[config.mk]
export PLATFORM = sky130hd
export DESIGN_NAME = score_scan
export DESIGN_NICKNAME = d
export VERILOG_FILES = /design/src/rtl/score_scan.sv
export SDC_FILE = /design/constraint.sdc
export NUM_CORES = 1
export LEC_CHECK = 0
export BUFFER_PORTS_ARGS = -buffer_cell sky130_fd_sc_hd__buf_4
export CAP_MARGIN = 20
export CORE_MARGIN = 2
export CORE_UTILIZATION = 35
export CTS_BUF_LIST = sky130_fd_sc_hd__clkbuf_16
export DETAILED_ROUTE_END_ITERATION = 10
export SYNTH_ARGS = -nofsm -noshare
export SYNTH_HDL_FRONTEND = slang
export SYNTH_SLANG_ARGS = --single-unit
[constraint.sdc]
create_clock -name clk -period 2.47 [get_ports clk]
set_input_delay 0 -clock clk [delete_from_list [all_inputs] [get_ports clk]]
set_output_delay 0 -clock clk [all_outputs]
set_load 0.02 [all_outputs]
[src/rtl/score_scan.sv]
// -----------------------------------------------------------------------------
// score_scan
//   Four-digit packed-BCD score counter plus a time-multiplexed scan controller
//   for a four-position seven-segment display. The selected digit is presented
//   on a shared 4-bit bus for an external hex-to-segment decoder, and the
//   matching active-low anode is driven low (or all anodes stay high when that
//   position is a blanked leading zero).
//
// Parameters
//   REFRESH_DIV : cycles each digit position stays selected (>= 2)
//   BLANK_LEAD  : 1 blanks leading-zero positions 1..3, 0 shows all four
//
// Ports
//   clk       in   system clock, rising edge
//   rst       in   asynchronous active-high reset
//   inc       in   score increment request (one step per high cycle)
//   clr       in   synchronous score clear, has priority over inc
//   score_bcd out  registered score, [15:12] thousands .. [3:0] ones
//   digit     out  BCD digit of the currently selected position
//   an        out  active-low anode selects, bit k = position k (0 = ones)
//   max       out  high while the score is 9999
// -----------------------------------------------------------------------------
module score_scan #(
  parameter int REFRESH_DIV = 100000,
  parameter bit BLANK_LEAD  = 1'b1
) (
  input  logic        clk,
  input  logic        rst,
  input  logic        inc,
  input  logic        clr,
  output logic [15:0] score_bcd,
  output logic [3:0]  digit,
  output logic [3:0]  an,
  output logic        max
);

  localparam int              PW   = $clog2(REFRESH_DIV);
  localparam logic [PW-1:0]   TERM = PW'(REFRESH_DIV - 1);

  logic [15:0]   r_score;
  logic [PW-1:0] r_presc;
  logic [1:0]    r_sel;

  logic [15:0]   w_score_inc;
  logic [4:0]    w_carry;
  logic          w_at_max;
  logic [3:0]    w_zero_from;   // bit k: nibbles k..3 are all zero
  logic          w_blank;

  // ---------------------------------------------------------------------------
  // Ripple-carry BCD increment. Each nibble rolls 9->0 only when every lower
  // nibble is 9; the all-nines case is never committed because of saturation.
  // ---------------------------------------------------------------------------
  always_comb begin
    w_score_inc = r_score;
    w_carry     = '0;
    w_carry[0]  = 1'b1;
    for (int k = 0; k < 4; k++) begin
      if (w_carry[k]) begin
        if (r_score[4*k +: 4] == 4'd9) begin
          w_score_inc[4*k +: 4] = 4'd0;
          w_carry[k+1]          = 1'b1;
        end else begin
          w_score_inc[4*k +: 4] = r_score[4*k +: 4] + 4'd1;
        end
      end
    end
  end

  assign w_at_max = (r_score == 16'h9999);

  always_ff @(posedge clk or posedge rst) begin
    if (rst) begin
      r_score <= 16'h0000;
    end else if (clr) begin
      r_score <= 16'h0000;
    end else if (inc && !w_at_max) begin
      r_score <= w_score_inc;
    end
  end

  // ---------------------------------------------------------------------------
  // Prescaler and scan index. Independent of inc/clr so the scan rate never
  // jitters with game activity.
  // ---------------------------------------------------------------------------
  always_ff @(posedge clk or posedge rst) begin
    if (rst) begin
      r_presc <= '0;
      r_sel   <= 2'd0;
    end else if (r_presc == TERM) begin
      r_presc <= '0;
      r_sel   <= r_sel + 2'd1;
    end else begin
      r_presc <= r_presc + 1'b1;
    end
  end

  // ---------------------------------------------------------------------------
  // Leading-zero blanking. Position 0 is never blanked so a zero score still
  // shows a single "0". The digit bus keeps carrying the real (zero) nibble in
  // blanked slots so the decoder always sees a legal BCD code.
  // ---------------------------------------------------------------------------
  always_comb begin
    w_zero_from[3] = (r_score[15:12] == 4'd0);
    w_zero_from[2] = w_zero_from[3] && (r_score[11:8] == 4'd0);
    w_zero_from[1] = w_zero_from[2] && (r_score[7:4]  == 4'd0);
    w_zero_from[0] = 1'b0;
  end

  assign w_blank = BLANK_LEAD && w_zero_from[r_sel];

  always_comb begin
    digit = 4'd0;
    case (r_sel)
      2'd0: digit = r_score[3:0];
      2'd1: digit = r_score[7:4];
      2'd2: digit = r_score[11:8];
      2'd3: digit = r_score[15:12];
      default: digit = 4'd0;
    endcase
  end

  // At most one anode bit is ever low: a one-hot shift of a single index.
  assign an        = w_blank ? 4'b1111 : ~(4'b0001 << r_sel);
  assign score_bcd = r_score;
  assign max       = w_at_max;

endmodule

==> flow_metrics.py <==
metrics = {
    "timing": {
        "tns_ps": 0,
        "fin_ws_ps": 425.7,
        "slew_viol_final": 0,
        "worst_clock_skew_ps": 11.42,
        "rsz0062_at_grt": "false",
        "slew_headroom_pct": 69.54,
        "fin_crit_sh_pct": 82.76,
        "hold_violations": 0,
        "min_period_ps": 2044,
        "setup_violations": 0,
        "max_clock_freq_mhz": 489.2,
        "worst_pin_slew_ps": 456.8,
    },
    "yosys": {
        "yosys.area.top_type": "dfrtp_1",
        "synth_cell_types": 45,
        "ys_seq_area_share_pct": 41.64,
        "synth_flop_cell": "dfrtp_1",
        "async_flop_share_pct": 100.0,
        "syn_avg_cell_area_um2": 9.737,
        "synth_edf_count": 0,
        "synthCells": 216,
        "ys_seq_elements": 35,
        "synth_top_area_share_pct": 41.64,
        "syn_nets": 234,
        "syn_area_mm2": 0.002103,
        "ys.warnings.count": 0,
        "synth_area_leaders": "dfrtp_1 42%, ha_1 8.3%, xnor2_1 4.6%",
    },
    "worst_setup_path": {
        "cp_max_fo": 9,
        "reg2regPathDepth": 6,
        "cp.required_ps": 2470,
        "arrival_ps": 2040,
        "start_kind": "register",
        "r2r_slack_ps": 580,
        "end_kind": "primary output",
        "reg2reg_from": "score_bcd[13]",
        "r2r_end": "score_bcd[1]",
        "crit_type": "reg2out",
    },
    "cells_and_area": {
        "areaGrowthSynthToFinish_pct": 21.53,
        "diodes": 0,
        "multi_input_area_mm2": 0.001116,
        "fill_cells": 588,
        "finalNetCount": 263,
        "drive_gt1_share_pct": 18.29,
        "final_area_mm2": 0.002556,
        "regArea_um2": 875.8,
    },
    "route": {
        "vias": 1726,
        "wl_per_cell_um": 14.91,
        "wl_mm": 4.787,
        "first_pass_iters": 4,
        "via_per_inst": 5.377,
        "ant_nets": 0,
        "drc": 0,
        "first_iter_violations": 111,
    },
    "worst_hold_path": {
        "min-delay-start": "clr",
        "whs_path_depth": 2,
        "min_to": "score_bcd[1]",
        "min_path_type": "in2reg",
    },
    "floorplanning": {
        "core_region_area_mm2": 0.005851,
        "die_width_um": 81.52,
        "start_util_pct": 35.95,
        "dieHeight_um": 81.52,
        "io_pins": 29,
        "rows": 28,
        "dieArea_mm2": 0.006646,
    },
    "global_routing": {
        "overflow": 0,
        "grt_pass1_vias": 1576,
        "gr-usage-all-layers_pct": 15.45,
        "grt_pass1_wl_mm": 7.810,
        "antenna_found_initial": 0,
        "grt_max_degree": 36,
    },
    "outcome": {
        "status": "finished clean",
    },
    "placed_design": {
        "dpl_worst_slack_ps": 615.1,
        "dp_hpwl_mm": 3.326,
        "gp_congestion": 0.7972,
        "post_dp_cell_area_mm2": 0.002367,
        "portBuffers": 28,
    },
    "clock_network": {
        "clkLatencyLatePin_ps": 280,
        "cts_sinks": 35,
        "tritoncts": "built",
        "cts_setup_buffers": 0,
        "cts_made_buffers": 5,
        "cts-hold-fix-buffers": 2,
        "clk_path_buf_depth": 2,
        "cts_root_buf": "clkbuf_16",
        "htreeDepth": 2,
        "post_cts_resized": 0,
        "cts.clk_slew.worst_paths_ps": 60,
    },
    "power_and_ir_drop": {
        "power-per-cell-area_mw_per_mm2": 533.1,
        "static-leakage-power_uw": 0.001144,
        "peakVddDrop_mv": 0.2393,
    },
    "job": {
        "drv_cap": 0,
    },
}
## worst max-delay path by stage
stage	slack, ps	cells past startpoint	start	to
6_report	430	5	score_bcd[8]	an[2]
5_1_grt	300	5	score_bcd[8]	an[2]
4_1_cts	430	5	score_bcd[8]	an[2]
3_5_place_dp	620	6	score_bcd[13]	score_bcd[1]
3_3_place_gp	650	6	score_bcd[13]	score_bcd[1]
2_1_floorplan	640	6	score_bcd[13]	score_bcd[1]
## flip-flops by register name, summed over array words and instances, names as in the netlist
| name | count |
|---|---|
| score_bcd | 16 |
| r_sel | 2 |
| r_presc | 17 |
## power breakdown
part	switching [uW]	internal, uW	total [uW]
logic	34.4	19.7	54.1
registers	5.19	576	581
clock network	251	476	727
total	291	1070	1360
## synthesized netlist by cell type, types with 2 or more instances
master    instances
nand3_1          12
nand2_1          13
nand3b_1          4
xor2_1            7
o21ai_0           9
buf_4             3
a21oi_1          10
dfrtp_1          35
nand4_1           6
or3_1             2
nor4_1            4
clkbuf_1          3
inv_1            15
and4_1            5
nand4b_1          2
buf_2             2
a31oi_1           2
mux2i_1           7
and4b_1           2
ha_1             14
a222oi_1          4
xnor2_1          11
nor2_1           21
nor3_1            2
## logic make-up after synthesis
| family | after synthesis | share of synthesized area (%) |
|---|---|---|
| adder cells (fa/ha/maj) | 14 | 8.328 |
| multiplexers | 8 | 3.867 |
| AO/OA/AOI/OAI | 33 | 10.29 |
| buffers and inverters | 25 | 5.294 |
| AND/OR/NAND/NOR | 83 | 23.08 |
| XOR/XNOR | 18 | 7.495 |
| flip-flops | 35 | 41.64 |
## metrics by stage
step                utilization (%)  instances  hold slack (ps)  total power (uW)
floorplan                         -        216            154.3             624.0
detailed placement            40.46        311            145.2             645.2
global route                  43.69        321            24.02              1405
finish                        43.69        321            7.149              1363
CTS                           43.69        321            4.376              1376
global placement              40.46        311            137.4             643.4
## placed cells by master, fill, tap and decap left out, drive strengths merged, types with 5 or more instances in the layout
| master | netlist | layout |
|---|---|---|
| nand4 | 6 | 6 |
| and4 | 5 | 5 |
| nand2 | 13 | 13 |
| inv | 15 | 15 |
| clkbuf | 4 | 5 |
| ha | 14 | 14 |
| nor2 | 21 | 21 |
| nand3 | 12 | 12 |
| xor2 | 7 | 7 |
| o21ai | 9 | 9 |
| a21oi | 11 | 11 |
| xnor2 | 11 | 11 |
| mux2i | 7 | 7 |
| dfrtp | 35 | 35 |
| buf | 6 | 30 |
## worst max-delay path: stages, from the launching register on
cell,delay [ps]
dfrtp_1,520
or4_2,690
o21ai_0,100
o2111ai_1,210
nand2_1,120
buf_4,140
## layer usage
metal  vias up  share of wire, %  routed length (um)  GRT usage (%)
li1        831                 -                   -              -
met1       844                47                2244          20.55
met2        45                46                2217          24.51
met3         6               5.5                 264          3.297
met4         0               1.3                  60          6.102
met5         -                 0                   0              0
## area by class of cell
type	count	area share, %
Timing Repair Buffer	32	9.594
Clock inverter	3	1.713
Clock buffer	5	4.895
Sequential cell	35	34.26
Tap cell	75	3.671
Inverter	15	2.203
Multi-Input combinational cell	156	43.66
(Power assumes the default switching activity.)
